--- src/rtl/inst_issue_pkg.sv ---
// Shared types and opcode helpers for the instruction issue queue.
package inst_issue_pkg;

  localparam logic [1:0] OP_NOP  = 2'b00;
  localparam logic [1:0] OP_ADD  = 2'b01;
  localparam logic [1:0] OP_SET  = 2'b10;
  localparam logic [1:0] OP_NAND = 2'b11;

  localparam logic [7:0] NOP_INST = 8'h00;

  // Instruction word layout: {op, rd, rs1, rs2}
  typedef struct packed {
    logic [1:0] op;
    logic [1:0] rd;
    logic [1:0] rs1;
    logic [1:0] rs2;
  } inst_t;

  // One in-flight register write tracked by the scoreboard
  typedef struct packed {
    logic       wr;
    logic [1:0] rd;
  } sb_ent_t;

  // ADD and NAND are the only opcodes that read source registers
  function automatic logic reads_rs(input logic [1:0] op);
    return (op == OP_ADD) || (op == OP_NAND);
  endfunction

  // Everything but NOP writes rd
  function automatic logic writes_rd(input logic [1:0] op);
    return op != OP_NOP;
  endfunction

endpackage

--- src/rtl/inst_issue_queue_if.sv ---
// Source-side handshake plus issue bus of the instruction issue queue.
interface inst_issue_queue_if;
  logic       in_valid;
  logic [7:0] in_inst;
  logic       in_ready;
  logic [7:0] inst;
  logic       issued;

  modport master (output in_valid, in_inst, input in_ready, inst, issued);
  modport slave  (input in_valid, in_inst, output in_ready, inst, issued);
endinterface

--- src/rtl/inst_fifo.sv ---
// DEPTH x W circular FIFO with occupancy count; head is read combinationally.
module inst_fifo #(
  parameter int DEPTH = 4,
  parameter int W     = 8
) (
  input  logic                   clk,
  input  logic                   rst,
  input  logic                   push,
  input  logic                   pop,
  input  logic [W-1:0]           wdata,
  output logic [W-1:0]           rdata,
  output logic [$clog2(DEPTH):0] level,
  output logic                   full,
  output logic                   empty
);
  localparam int AW = $clog2(DEPTH);

  logic [W-1:0]  mem [DEPTH];
  logic [AW-1:0] wp, rp;
  logic          do_push, do_pop;

  // Full blocks pushes even when a pop happens in the same cycle
  assign full    = (level == (AW+1)'(DEPTH));
  assign empty   = (level == '0);
  assign do_push = push && !full;
  assign do_pop  = pop && !empty;
  assign rdata   = mem[rp];

  // Storage carries no reset; validity is tracked by level alone
  always_ff @(posedge clk)
    if (do_push) mem[wp] <= wdata;

  // Pointers wrap naturally since DEPTH is a power of two
  always_ff @(posedge clk or negedge rst) begin
    if (!rst) begin
      wp    <= '0;
      rp    <= '0;
      level <= '0;
    end else begin
      if (do_push) wp <= wp + 1'b1;
      if (do_pop)  rp <= rp + 1'b1;
      case ({do_push, do_pop})
        2'b10:   level <= level + 1'b1;
        2'b01:   level <= level - 1'b1;
        default: ;
      endcase
    end
  end

endmodule

--- src/rtl/inst_issue_queue.sv ---
// Instruction issue queue: buffers fetched instructions and issues one per
// cycle, inserting NOP bubbles on an empty queue or a RAW hazard.
// Optional feature macro: INST_ISSUE_FWD_EN (pipeline forwards results, so
// only the instruction issued last cycle can cause a stall).
module inst_issue_queue
  import inst_issue_pkg::*;
#(
  parameter int DEPTH     = 4,
  parameter int HAZ_DEPTH = 2,
  parameter int CNT_W     = 16
) (
  input  logic                   clk,
  input  logic                   rst,
  inst_issue_queue_if.slave      bus,
  output logic [$clog2(DEPTH):0] level,
  output logic [CNT_W-1:0]       bubble_cnt
);

`ifdef INST_ISSUE_FWD_EN
  // With forwarding a result is usable one cycle after issue; with a single
  // cycle of write latency nothing ever needs to wait.
  localparam int CHK_N = (HAZ_DEPTH > 1) ? 1 : 0;
`else
  localparam int CHK_N = HAZ_DEPTH;
`endif

  logic                    full, empty, push, pop, hazard, stall;
  logic [7:0]              fifo_rdata;
  inst_t                   head;
  sb_ent_t [HAZ_DEPTH-1:0] sb;
  sb_ent_t                 sb_new;
  logic [7:0]              inst_q;
  logic                    issued_q;

  assign bus.in_ready = !full;
  assign push         = bus.in_valid && !full;
  assign head         = inst_t'(fifo_rdata);

  inst_fifo #(.DEPTH(DEPTH), .W(8)) u_fifo (
    .clk   (clk),
    .rst   (rst),
    .push  (push),
    .pop   (pop),
    .wdata (bus.in_inst),
    .rdata (fifo_rdata),
    .level (level),
    .full  (full),
    .empty (empty)
  );

  // RAW check of the head's sources against the in-flight writes that are
  // not yet visible (entry 0 = issued last cycle)
  always_comb begin
    hazard = 1'b0;
    for (int i = 0; i < HAZ_DEPTH; i++)
      if (i < CHK_N && sb[i].wr && reads_rs(head.op) &&
          (sb[i].rd == head.rs1 || sb[i].rd == head.rs2))
        hazard = 1'b1;
  end

  // Empty-queue NOPs are not stalls; only a blocked head is
  assign pop    = !empty && !hazard;
  assign stall  = !empty && hazard;
  assign sb_new = '{wr: pop && writes_rd(head.op), rd: head.rd};

  // Issue register: head on pop, NOP otherwise
  always_ff @(posedge clk or negedge rst) begin
    if (!rst) begin
      inst_q   <= NOP_INST;
      issued_q <= 1'b0;
    end else begin
      inst_q   <= pop ? fifo_rdata : NOP_INST;
      issued_q <= pop;
    end
  end

  assign bus.inst   = inst_q;
  assign bus.issued = issued_q;

  // Scoreboard shifts every cycle; bubbles and NOPs enter as empty slots
  always_ff @(posedge clk or negedge rst) begin
    if (!rst) begin
      sb <= '0;
    end else begin
      for (int i = HAZ_DEPTH-1; i > 0; i--) sb[i] <= sb[i-1];
      sb[0] <= sb_new;
    end
  end

  // Saturating hazard-bubble counter
  always_ff @(posedge clk or negedge rst) begin
    if (!rst)
      bubble_cnt <= '0;
    else if (stall && bubble_cnt != '1)
      bubble_cnt <= bubble_cnt + 1'b1;
  end

endmodule

--- src/flat_wrapper.sv ---
// flat-port wrapper written by rule: the top's interface ports become plain ports
module inst_issue_queue_flat import inst_issue_pkg::*;
#(
  parameter int DEPTH     = 4,
  parameter int HAZ_DEPTH = 2,
  parameter int CNT_W     = 16
)
  (clk, rst, level, bubble_cnt, bus_in_valid, bus_in_inst, bus_in_ready, bus_inst, bus_issued);
  inst_issue_queue_if bus_i ();
  input  logic clk;
  input  logic rst;
  output logic [$clog2(DEPTH):0] level;
  output logic [CNT_W-1:0] bubble_cnt;
  input wire logic [$bits(bus_i.in_valid)-1:0] bus_in_valid;
  input wire logic [$bits(bus_i.in_inst)-1:0] bus_in_inst;
  output wire logic [$bits(bus_i.in_ready)-1:0] bus_in_ready;
  output wire logic [$bits(bus_i.inst)-1:0] bus_inst;
  output wire logic [$bits(bus_i.issued)-1:0] bus_issued;
  assign bus_i.in_valid = bus_in_valid;
  assign bus_i.in_inst = bus_in_inst;
  assign bus_in_ready = bus_i.in_ready;
  assign bus_inst = bus_i.inst;
  assign bus_issued = bus_i.issued;
  inst_issue_queue #(.DEPTH(DEPTH), .HAZ_DEPTH(HAZ_DEPTH), .CNT_W(CNT_W)) u_core (.clk(clk), .rst(rst), .bus(bus_i), .level(level), .bubble_cnt(bubble_cnt));
endmodule
--- config.mk ---
export PLATFORM = sky130hd
export DESIGN_NAME = inst_issue_queue_flat
export DESIGN_NICKNAME = d
export VERILOG_FILES = /design/src/rtl/inst_issue_pkg.sv /design/src/rtl/inst_issue_queue_if.sv /design/src/rtl/inst_fifo.sv /design/src/rtl/inst_issue_queue.sv /design/src/flat_wrapper.sv
export SDC_FILE = /design/constraint.sdc
export NUM_CORES = 1
export LEC_CHECK = 0
export BUFFER_PORTS_ARGS = -buffer_cell sky130_fd_sc_hd__buf_2
export CAP_MARGIN = 20
export CORE_MARGIN = 2
export CORE_UTILIZATION = 30
export CTS_BUF_LIST = sky130_fd_sc_hd__clkbuf_8
export CTS_CLUSTER_DIAMETER = 150
export DETAILED_ROUTE_END_ITERATION = 8
export GPL_TIMING_DRIVEN = 1
export PLACE_DENSITY = 0.49
export SYNTH_ARGS = -nofsm -noshare
export SYNTH_HDL_FRONTEND = slang
export SYNTH_SLANG_ARGS = --single-unit
--- constraint.sdc ---
create_clock -name clk -period 2.6 [get_ports clk]
set_input_delay 0 -clock clk [delete_from_list [all_inputs] [get_ports clk]]
set_output_delay 0 -clock clk [all_outputs]
set_load 0.005 [all_outputs]
== Word-level counts from Yosys, hierarchy flattened ==
Memories as Yosys holds them, arrays and structs flattened.
Index checks and enable logic that the tools add are counted.
W data, S select, Z words.

* Register bits after elaboration: 38
* Memory bits (writable): 32
* Bits of input ports: 11
* Output and inout bits: 29
* Logic and storage cells: 52
* Memories kept: 1

* Add/subtract/negate cells: 5
* Equal/unequal tests: 10
* Multiplexer cells: 6
* Reductions and logical operators: 20

{| class="wikitable"
|+ Memories
! name !! words !! width !! rd ports !! clocked after memory_dff !! write ports !! line !! text
|-
| u_core.u_fifo.mem || 4 || 8 || 1 || 0 || 1 || inst_fifo.sv:18 || <nowiki>logic [W-1:0] mem [DEPTH];</nowiki>
|}

{| class="wikitable"
|+ Operators by type and width
! operator !! count
|-
| $add A16 B1 Y16 const B || 1
|-
| $ne A16 B16 Y1 const B || 1
|-
| $logic_and A1 B1 Y1 || 11
|-
| $eq A2 B2 Y1 || 4
|-
| $mux W8 || 1
|-
| $pmux W3 S2 || 1
|-
| $add A2 B1 Y2 const B || 2
|-
| $eq A2 B1 Y1 const B || 2
|-
| $eq A2 B2 Y1 const B || 2
|-
| $mux W1 || 4
|-
| $reduce_bool A2 Y1 || 2
|-
| $add A3 B1 Y3 const B || 1
|-
| $eq A3 B3 Y1 const B || 1
|-
| $logic_not A1 Y1 || 3
|-
| $logic_not A3 Y1 || 1
|-
| $logic_or A1 B1 Y1 || 3
|-
| $sub A3 B1 Y3 const B || 1
|}

== Longest topological paths before layout ==
Gate-level depths: netlist (run 1).
An unclocked memory read counts as a cell.

* Word-level depth: 12
* Mapped depth: 11
* Depth with buffers taken out: 10

== By module ==
Synthesis (run 1) repeated with hierarchy kept, for this count alone.

* Cell total of the unflattened synthesis: 193
* Area, all modules: 2972.9 µm²

{| class="wikitable"
|+ By module, submodules not included
! module !! times used !! cells each !! area each (µm²) !! sequential area each (µm²)
|-
| inst_fifo || 1 || 79 || 1592.8 || 1136.1
|-
| inst_issue_queue || 1 || 114 || 1380.1 || 775.7
|}

== Worst setup path before layout (run 1) ==
OpenSTA, ideal clock, no wires.

* Path kind: reg-to-reg
* From: register u_core.u_fifo.rp[0]
* To: register u_core.u_fifo.level[2]
* Setup time: 0.125 ns
* Arrival time: 2.725 ns
* Data required time: 2.475 ns
* Slack: -0.251 ns
* Stages on the path, launching flop included: 12
* Period minus slack after synthesis: 2.851 ns
* Cell sequence: dfrtp_1 -> buf_6 -> mux4_2 -> xnor2_1 -> a22oi_1 -> o221ai_2 -> inv_1 -> ha_1 -> fa_1 -> xnor2_1 -> nor2_1 -> xor2_1

* Longest elaborated chain between the ends: 12

{| class="wikitable"
|+ RTL lines
! element !! line !! text
|-
| start, declared || inst_fifo.sv:19 || <nowiki>logic [AW-1:0] wp, rp;</nowiki>
|-
| start signal, assigned || inst_fifo.sv:41 || <nowiki>if (do_pop) rp <= rp + 1'b1;</nowiki>
|-
| $mem_v2 Z4 W8 * || - ||
|-
| $eq A2 B1 Y1 / $eq A2 B2 Y1 (equally long branches) || inst_issue_pkg.sv:27 || <nowiki>return (op == OP_ADD) || (op == OP_NAND);</nowiki>
|-
| $logic_or A1 B1 Y1 || inst_issue_pkg.sv:27 ||
|-
| $logic_and A1 B1 Y1 (2 in series) || inst_issue_queue.sv:56 || <nowiki>if (i < CHK_N && sb[i].wr && reads_rs(head.op) &&</nowiki>
|-
| $mux W1 || inst_issue_queue.sv:56 ||
|-
| $mux W1 * || inst_issue_queue.sv:56 ||
|-
| $logic_not A1 Y1 * || inst_issue_queue.sv:62 || <nowiki>assign pop = !empty && !hazard;</nowiki>
|-
| $logic_and A1 B1 Y1 * || inst_issue_queue.sv:62 ||
|-
| net u_core.pop || inst_issue_queue.sv:27 || <nowiki>logic full, empty, push, pop, hazard, stall;</nowiki>
|-
| $logic_and A1 B1 Y1 * || inst_fifo.sv:26 || <nowiki>assign do_pop = pop && !empty;</nowiki>
|-
| $eq A2 B1 Y1 / $eq A2 B2 Y1 (equally long branches) || inst_fifo.sv:42 || <nowiki>case ({do_push, do_pop})</nowiki>
|-
| $pmux W3 S2 / $reduce_bool A2 Y1 (equally long branches) || - ||
|-
| end signal, assigned || inst_fifo.sv:43 || <nowiki>2'b10: level <= level + 1'b1;</nowiki>
|-
| end signal, assigned || inst_fifo.sv:44 || <nowiki>2'b01: level <= level - 1'b1;</nowiki>
|-
| end, declared || inst_fifo.sv:12 || <nowiki>output logic [$clog2(DEPTH):0] level,</nowiki>
|}

The timed path passes the listed nets; every way through them passes the cells marked *.
A chain may end at the register's enable or synchronous reset.

== Worst setup path after layout (run 1) ==
* From: register u_core.u_fifo.rp[0]
* To: register u_core.u_fifo.level[1]

The elaborated chain is that of the path after synthesis.

==> flow_summary.json, run 1 <==
{
  "arrival_ns": 2.85,
  "period_share_pct": 101,
  "grt_max_degree": 39,
  "start_util_pct": 30.5,
  "max-vdd-ir-drop_mv": 0.430,
  "yosysSeqAreaShare_pct": 64.7,
  "final_cell_mix": "39 x buf_2, 38 x dfrtp_1, 32 x edfxtp_1, 16 x xor2_1, 14 x buf_4",
  "vias_per_cell": 4.31,
  "syn_nets": 208,
  "postSynthAreaPerCell_um2": 15.5,
  "clockBufferDepth": 2,
  "status": "complete, but fails checks",
  "clock_latency_ns": 0.34,
  "area_growth_pct": 27.6,
  "clock_skew_ns": 0.00609,
  "yosys.area_share.simple_pct": 12.0,
  "finalSetupViolCount": 2,
  "dp_slack_ns": -0.0907,
  "drt-initial-drc-count": 49,
  "cap_violations": 0,
  "min_to": "u_core.u_fifo.wp[0]",
  "synth-xor-area-share_pct": 9.11,
  "crit_family": "multiplexers",
  "drc": 0,
  "htree_levels": 3,
  "firstDrtPassIters": 4,
  "critPathLaunchType": "flip-flop",
  "final_common_cell": "buf_2",
  "violations": "setup timing",
  "cp_max_fo": 5,
  "worst_path_largest_cell_delay_ns": 0.57,
  "cp.depth": 9,
  "clkSlewWorstSetupHoldPaths_ns": 0.08,
  "min_period_ns": 2.63,
  "synth_compound_area_share_pct": 2.20,
  "grt.total_usage_pct": 11.2,
  "relSlewSlack_pct": 43.3,
  "final_util_pct": 38.9,
  "grt_pass1_vias": 1771,
  "grt_first_pass_wirelength_um": 8840,
  "hp-class": "primary input to flip-flop",
  "n_antenna_cell": 0,
  "multi_input_area_mm2": 0.00107,
  "ios": 40,
  "crit_type": "flip-flop to flip-flop",
  "hold_path_depth": 3,
  "yosysUniqueCellTypes": 34,
  "synth-seq-cells": 70,
  "numCtsBuffers": 9,
  "synthAdderAreaFrac_pct": 3.22,
  "wl_per_cell_um": 13.3,
  "power_density_mw_per_mm2": 1250,
  "min_from": "bus_in_valid",
  "antenna_found_initial": 0,
  "dieArea_mm2": 0.0107,
  "rows": 36,
  "globalRouteOverflowTotal": 0,
  "synth_mux_area_share_pct": 7.24,
  "vias": 1719,
  "dpl.hpwl_um": 3740,
  "finalInstanceArea_mm2": 0.00377,
  "path_cells": "buf_6, mux4_2, xnor2_2, a22oi_2, o221ai_4, inv_2, ha_4, fa_1, mux2_2",
  "fmax_ghz": 0.381,
  "postRouteAntennaNets": 0,
  "io_buffers": 39,
  "worstMarginPinSlew_ns": 0.851,
  "syn_area_mm2": 0.00295,
  "slew_viol_final": 0,
  "p_leak_nw": 1.62,
  "reg2reg_depth": 9,
  "cts-root-buf": "clkbuf_8",
  "drt-total-wl_um": 5320,
  "cts_tree": "yes",
  "num-fill-cells": 932,
  "synth_cells": 190,
  "ys_warn_count": 0,
  "hold_viol": 0,
  "drive_gt1_share_pct": 35.3,
  "area.sequential_mm2": 0.00191,
  "cp_slowest_cell": "mux4_2",
  "cts.sinks": 70,
  "tns_ns": -0.0505,
  "crit_buf_inv": 2,
  "postPlaceCellArea_mm2": 0.00343,
  "nets": 279,
  "r2r-start": "u_core.u_fifo.rp[0]",
  "gp_congestion": 0.689,
  "core_area_mm2": 0.00968,
  "die_w_um": 103,
  "cp-end-kind": "flip-flop",
  "die_y_um": 103,
  "r2r-end": "u_core.u_fifo.level[1]",
  "synth_top_family_by_area": "simple AND/OR/NAND/NOR gates",
  "cp.required_ns": 2.83,
  "setup_slack_ns": -0.0264,
  "reg2reg_slack_ns": -0.03,
  "rsz0062_at_grt": "yes"
}
through the flow:
step / instances / power [mW] / hold slack [ns]
final: 399 / 4.72 / 0.0561
after global routing: 399 / 5.10 / 0.0698
after CTS: 399 / 4.82 / 0.0368
after detailed placement: 372 / 3.81 / 0.182
after global placement: 372 / 3.78 / 0.175
after floorplan: 190 / 3.14 / -0.296
per-layer routing:
layer,routed length [um],GRT usage (%)
met5,0,0
met3,204,3.76
met1,2400,13.5
met4,40,4.55
met2,2670,18.6
worst max path at each step:
stage,to,slack [ns],startpoint
4_1_cts,u_core.u_fifo.level[2],-0.06,u_core.u_fifo.rp[0]
6_report,u_core.u_fifo.level[1],-0.03,u_core.u_fifo.rp[0]
5_1_grt,u_core.u_fifo.level[2],-0.19,u_core.u_fifo.rp[0]
2_1_floorplan,u_core.u_fifo.level[2],-0.10,u_core.u_fifo.rp[0]
3_5_place_dp,u_core.u_fifo.level[2],-0.09,u_core.u_fifo.rp[0]
3_3_place_gp,u_core.u_fifo.level[1],-0.02,u_core.u_fifo.rp[0]
sequential cells by signal (all words and copies together), names as in the netlist:
| name | count |
|---|---|
| u_core.u_fifo.mem | 32 |
| u_core.bubble_cnt | 16 |
| u_core.bus.inst | 8 |
| u_core.sb | 6 |
| u_core.u_fifo.level | 3 |
| u_core.u_fifo.rp | 2 |
| u_core.u_fifo.wp | 2 |
| u_core.bus.issued | 1 |
Yosys cell counts:
master / n / area share [%]
mux4_2: 5 / 3.8
xor2_1: 16 / 4.7
clkbuf_1: 1 / 0.13
nor2b_1: 5 / 1.1
nor4b_2: 1 / 0.51
nor3b_1: 1 / 0.25
inv_1: 5 / 0.64
and2_1: 4 / 0.85
xnor2_2: 2 / 1.1
nor4b_1: 1 / 0.30
nor4_4: 2 / 1.4
a22oi_1: 1 / 0.25
o21ai_0: 1 / 0.17
o22a_4: 1 / 0.59
nand4bb_1: 1 / 0.38
dfrtp_1: 38 / 32
edfxtp_1: 32 / 33
nor3_1: 7 / 1.2
o221ai_2: 1 / 0.51
nor4_1: 2 / 0.42
nor2_1: 11 / 1.4
mux4_1: 3 / 2.7
a22oi_2: 1 / 0.42
nand4_1: 2 / 0.42
nand2_1: 9 / 1.1
nand3_1: 8 / 1.4
mux2_2: 2 / 0.76
buf_6: 2 / 0.76
o31ai_1: 1 / 0.25
ha_1: 6 / 2.5
or3_1: 1 / 0.21
fa_1: 1 / 0.68
and3_1: 5 / 1.1
xnor2_1: 11 / 3.3
worst reg2reg max path, cell delays in order, from the launching register on:
cell and delay, ns:
dfrtp_1 0.37, buf_6 0.13, mux4_2 0.57, xnor2_2 0.16
a22oi_2 0.26, o221ai_4 0.13, inv_2 0.09, ha_4 0.14
fa_1 0.41, mux2_2 0.27
timing repair:
item | in CTS | in global routing
gates resized for setup | 5 | 1
pin swaps | 3 | 0
hold endpoints to repair | 70 | 0
endpoints found under the setup margin | 2 | 3
setup buffers | 2 | 0
hold buffers | 9 | 0
logic make-up after synthesis:
kind of cell,after synthesis
muxes,10
DFF,70
and+or+nand+nor,60
buffers and inverters,8
AOI/OAI and AO/OA,6
xor gates and xnor gates,29
adders and majority gates,7
where the power goes:
| part | internal, mW | switching, mW |
|---|---|---|
| clock network | 0.446 | 0.420 |
| logic | 1.13 | 0.985 |
| registers | 1.51 | 0.229 |
layout make-up:
| class | instances | area share (%) |
|---|---|---|
| clock buffers | 9 | 3.29 |
| repair buffers | 63 | 10.7 |
| flip-flops and latches | 70 | 50.7 |
| clock inverters | 7 | 1.93 |
| well taps | 133 | 4.42 |
| multi-input cells | 112 | 28.5 |
| inverters | 5 | 0.498 |
(Power assumes the default switching activity.)
==> run 2, diff against run 1 <==
RECOVER_POWER = 50   (was not set)
==> flow_summary.json, run 2 (synthesis results as in run 1) <==
{
  "finalSetupViolCount": 2,
  "dp_slack_ns": -0.0907,
  "io_buffers": 39,
  "cp.required_ns": 2.86,
  "combinationalPowerShare_pct": 44.6,
  "min_period_ns": 2.63,
  "start_util_pct": 30.5,
  "power_density_mw_per_mm2": 1260,
  "setup_slack_ns": -0.0293,
  "vias": 1713,
  "cts-root-buf": "clkbuf_8",
  "ios": 40,
  "final_common_cell": "dfrtp_1",
  "dieArea_mm2": 0.0107,
  "rows": 36,
  "p_int_mw": 3.06,
  "max-vdd-ir-drop_mv": 0.430,
  "drt-initial-drc-count": 48,
  "status": "complete, but fails checks",
  "period_share_pct": 101,
  "clkPwrFrac_pct": 18.4,
  "cap_violations": 1,
  "globalRouteOverflowTotal": 0,
  "numCtsBuffers": 9,
  "nets": 279,
  "clock_skew_ns": 0.00627,
  "wl_per_cell_um": 13.4,
  "hp-class": "primary input to flip-flop",
  "grt_pass1_vias": 1771,
  "grt_first_pass_wirelength_um": 8840,
  "cp-end-kind": "flip-flop",
  "switching_share_pct": 34.9,
  "num-fill-cells": 941,
  "largest_reg_flops": 32,
  "core_area_mm2": 0.00968,
  "total_power_mw": 4.70,
  "slew_viol_final": 39,
  "drive_gt1_share_pct": 24.8,
  "firstDrtPassIters": 4,
  "clockBufferDepth": 2,
  "drc": 0,
  "tns_ns": -0.0559,
  "dpl.hpwl_um": 3740,
  "vias_per_cell": 4.29,
  "die_y_um": 103,
  "violations": "capacitance limit, slew limit, setup timing",
  "arrival_ns": 2.89,
  "clock_latency_ns": 0.34,
  "gp_congestion": 0.689,
  "critPathLaunchType": "flip-flop",
  "cp_max_fo": 3,
  "fmax_ghz": 0.380,
  "clkSlewWorstSetupHoldPaths_ns": 0.08,
  "postRouteAntennaNets": 0,
  "largest-register": "u_core.u_fifo.mem",
  "final_cell_mix": "38 x dfrtp_1, 32 x edfxtp_1, 28 x clkbuf_1, 16 x xor2_1, 14 x buf_4",
  "hold_viol": 0,
  "whs_ns": 0.0565,
  "die_w_um": 103,
  "antenna_found_initial": 0,
  "final_util_pct": 38.6,
  "rsz0062_at_grt": "yes",
  "drt-total-wl_um": 5350,
  "area_growth_pct": 26.4,
  "cts.sinks": 70,
  "p_leak_nw": 1.53,
  "worstMarginPinSlew_ns": 2.05,
  "grt.total_usage_pct": 11.2,
  "relSlewSlack_pct": -36.7,
  "p_switching_mw": 1.64,
  "crit_type": "flip-flop to flip-flop",
  "htree_levels": 3,
  "grt_max_degree": 39,
  "seq_power_share_pct": 37.0,
  "cts_tree": "yes",
  "n_antenna_cell": 0
}
[run 2: cell count changes in the layout (fill, tap and decap cells not counted), sizes merged]
cell / delta
clkbuf: +28
buf: -28
[run 2: stage by stage]
stage,std cells,area (um^2)
after floorplan,190,3000
after global placement,372,3430
after global routing,399,3730
after detailed placement,372,3430
final,399,3730
after CTS,399,3770
[run 2: power by group through the flow]
stage               logic (mW)  clock network (mW)  registers [mW]
finish                    2.10               0.866            1.74
global placement          2.03                   0            1.75
global route              2.35               0.949            1.78
floorplan                 1.44                   0            1.70
detailed placement        2.05                   0            1.75
CTS                       2.17               0.911            1.74
[run 2: timing repair]
| item | CTS | global route |
|---|---|---|
| pin swaps | 3 | 0 |
| hold endpoints to repair | 70 | 0 |
| endpoints found under the setup margin | 2 | 3 |
| setup buffers | 2 | 0 |
| gates resized for setup | 5 | 1 |
| hold buffers | 9 | 0 |
[run 2: critical path, stage by stage (launching register included)]
cell	delay, ns
dfrtp_1	0.37
buf_4	0.15
mux4_2	0.58
xnor2_2	0.17
a22oi_2	0.10
o221ai_4	0.19
inv_2	0.07
ha_4	0.16
fa_1	0.37
xnor2_1	0.13
nor2_1	0.11
xor2_1	0.16
[run 2: cell type report]
type	instances	area [um^2]	area share, %
Inverter	5	18.8	0.503
Tap cell	133	166	4.46
Clock inverter	7	72.6	1.94
Timing Repair Buffer	63	367	9.82
Multi-Input combinational cell	112	1070	28.8
Sequential cell	70	1910	51.2
Clock buffer	9	124	3.32
[run 2: worst paths after layout]
kind	startpoint	cells after the start	endpoint	slack, ns
worst max register to register	u_core.u_fifo.rp[0]	11	u_core.u_fifo.level[2]	-0.03
min in group asynchronous	rst	2	u_core.bubble_cnt[2]	0.79
worst min register to register	u_core.sb[2]	0	u_core.sb[5]	0.41
max in group asynchronous	rst	2	u_core.bus.inst[7]	0.64
worst min-delay path	bus_in_valid	3	u_core.u_fifo.wp[0]	0.06
worst max-delay path	u_core.u_fifo.rp[0]	11	u_core.u_fifo.level[2]	-0.03
[run 2: metal layers]
layer	global-route usage, %	up-vias	share of wire (%)
met3	3.76	4	4.0
met5	0	-	0
li1	-	834	-
met4	4.55	0	0.75
met1	13.5	840	45
met2	18.6	35	50
==> run 3, diff against run 2 <==
CORE_UTILIZATION = 53   (was 30)
PLACE_DENSITY = 0.77   (was 0.49)
SYNTH_HIERARCHICAL = 1   (was not set)
==> flow_summary.json, run 3 <==
{
  "postSynthAreaPerCell_um2": 15.4,
  "grt_max_degree": 39,
  "max-vdd-ir-drop_mv": 0.593,
  "path_cells": "mux4_2, xor2_1, o22ai_1, a22o_1, a21oi_4, o31a_2, ha_4, inv_2, fa_2, xor2_1, nor2_1, xor2_1",
  "p_leak_nw": 1.52,
  "yosysSeqAreaShare_pct": 64.3,
  "cp_max_fo": 5,
  "crit_family": "compound AO/OA/AOI/OAI gates",
  "final_util_pct": 66.3,
  "tns_ns": -0.451,
  "violations": "capacitance limit, slew limit, setup timing",
  "worstMarginPinSlew_ns": 2.00,
  "grt.total_usage_pct": 18.3,
  "crit_type": "flip-flop to flip-flop",
  "multi_input_area_mm2": 0.00103,
  "firstDrtPassIters": 4,
  "cts-root-buf": "clkbuf_8",
  "finalSetupViolCount": 2,
  "yosysUniqueCellTypes": 40,
  "arrival_ns": 3.16,
  "setup_slack_ns": -0.288,
  "min_to": "u_core/u_fifo/wp[0]",
  "finalInstanceArea_mm2": 0.00363,
  "drive_gt1_share_pct": 30.0,
  "synth_top_cell_area_share_pct": 32.3,
  "antenna_found_initial": 0,
  "whs_ns": 0.168,
  "vias_per_cell": 5.18,
  "fmax_ghz": 0.346,
  "clkSlewWorstSetupHoldPaths_ns": 0.08,
  "critPathLaunchType": "flip-flop",
  "clockBufferDepth": 2,
  "drc": 0,
  "synthFlopType": "dfrtp_1",
  "rows": 27,
  "n_antenna_cell": 0,
  "postRouteAntennaNets": 0,
  "cap_violations": 1,
  "cpMostUsedCell": "xor2_1",
  "hp-class": "primary input to flip-flop",
  "synth_cells": 193,
  "async_reset_ff_share_pct": 54.3,
  "dieArea_mm2": 0.00622,
  "largest-register": "u_core/u_fifo/mem",
  "syn_nets": 211,
  "num-fill-cells": 424,
  "cts_tree": "yes",
  "htree_levels": 3,
  "numCtsBuffers": 9,
  "wl_per_cell_um": 14.9,
  "clock_skew_ns": 0.00684,
  "crit_buf_inv": 1,
  "period_share_pct": 111,
  "gp_congestion": 0.742,
  "ys_warn_count": 6,
  "r2r-end": "u_core/u_fifo/level[2]",
  "reg2reg_slack_ns": -0.29,
  "nets": 280,
  "area_growth_pct": 22.1,
  "fin_cells": 339,
  "postPlaceCellArea_mm2": 0.00331,
  "io_buffers": 39,
  "clock_latency_ns": 0.34,
  "grt_first_pass_wirelength_um": 8420,
  "cp.required_ns": 2.87,
  "final_common_cell": "dfrtp_1",
  "cp_slowest_cell": "mux4_2",
  "final_cell_mix": "37 x dfrtp_1, 32 x edfxtp_1, 24 x buf_2, 15 x clkbuf_1, 15 x xnor2_1",
  "cts.sinks": 70,
  "vias": 1757,
  "worst_path_largest_cell_delay_ns": 0.57,
  "start_util_pct": 54.3,
  "largest_reg_flops": 32,
  "die_w_um": 78.9,
  "drt-total-wl_um": 5040,
  "hold_viol": 0,
  "synth_most_common_cell": "dfrtp_1",
  "dp_slack_ns": -0.332,
  "yosysTopAreaCell": "edfxtp_1",
  "min_from": "bus_in_valid",
  "ios": 40,
  "ys_top_cells_by_area": "edfxtp_1 32%, dfrtp_1 32%, mux4_2 6.1%",
  "die_y_um": 78.9,
  "relSlewSlack_pct": -33.4,
  "slew_viol_final": 39,
  "hold_path_depth": 4,
  "total_power_mw": 4.60,
  "dpl.hpwl_um": 3500,
  "synth-edff-count": 32,
  "min_period_ns": 2.89,
  "synthTopCellsByCount": "38 x dfrtp_1, 32 x edfxtp_1, 15 x xnor2_1",
  "area.sequential_mm2": 0.00191,
  "synth-seq-cells": 70,
  "power_density_mw_per_mm2": 1270,
  "r2r-start": "u_core/u_fifo/rp[0]",
  "reg2reg_depth": 12,
  "post-place-cells": 309,
  "drt-initial-drc-count": 113,
  "globalRouteOverflowTotal": 0,
  "grt_pass1_vias": 1786,
  "cp-end-kind": "flip-flop",
  "core_area_mm2": 0.00547,
  "rsz0062_at_grt": "yes",
  "syn_area_mm2": 0.00297,
  "status": "complete, but fails checks"
}
run 3: what timing repair did:
action / in CTS / in global routing
gates resized for setup: 1 / 0
pin swaps: 0 / 0
setup endpoints to repair: 2 / 2
hold buffers: 9 / 0
endpoints found under the hold margin: 70 / 0
buffers inserted: 3 / 2
run 3: cell type report:
class	count	area share (%)
Multi-Input combinational cell	112	28.3
Sequential cell	70	52.7
Tap cell	72	2.48
Inverter	8	0.828
Clock buffer	9	3.41
Clock inverter	7	2.24
Timing Repair Buffer	61	10.0
run 3: worst max-delay path by stage:
stage | start | endpoint | cells after the start
finish | u_core/u_fifo/rp[0] | u_core/u_fifo/level[2] | 12
global route | u_core/u_fifo/rp[0] | u_core/u_fifo/level[2] | 12
CTS | u_core/u_fifo/rp[0] | u_core/u_fifo/level[2] | 12
detailed placement | u_core/u_fifo/rp[0] | u_core/u_fifo/level[2] | 12
global placement | u_core/u_fifo/rp[0] | u_core/u_fifo/level[2] | 12
floorplan | u_core/u_fifo/rp[0] | u_core/u_fifo/level[2] | 13
run 3: report_power, final:
group	switching, mW	internal, mW
logic	0.913	1.06
clock network	0.432	0.457
registers	0.229	1.51
run 3: cell families after synthesis:
| group | Yosys count | share of synthesized area [%] |
|---|---|---|
| XOR/XNOR | 26 | 7.66 |
| buffers and inverters | 11 | 1.68 |
| flip-flops | 70 | 64.3 |
| AND/OR/NAND/NOR | 56 | 12.2 |
| multiplexers | 14 | 8.42 |
| AO/OA/AOI/OAI | 9 | 2.53 |
| adder cells (fa/ha/maj) | 7 | 3.20 |
run 3: worst reg2reg max path: cells and delay by family, from the launching register on:
family | cells | cell delay [ns]
multiplexers | 1 | 0.57
XOR/XNOR | 3 | 0.46
AO/OA/AOI/OAI | 4 | 0.70
AND/OR/NAND/NOR | 1 | 0.12
buffers and inverters | 1 | 0.03
flip-flops | 1 | 0.44
adder cells (fa/ha/maj) | 2 | 0.47
run 3: layer usage:
metal	wire (um)	part of all wire (%)	track usage, %
met5	0	0	0
met4	91	1.8	7.24
met3	192	3.8	5.57
met2	2530	50	30.8
met1	2220	44	22.4
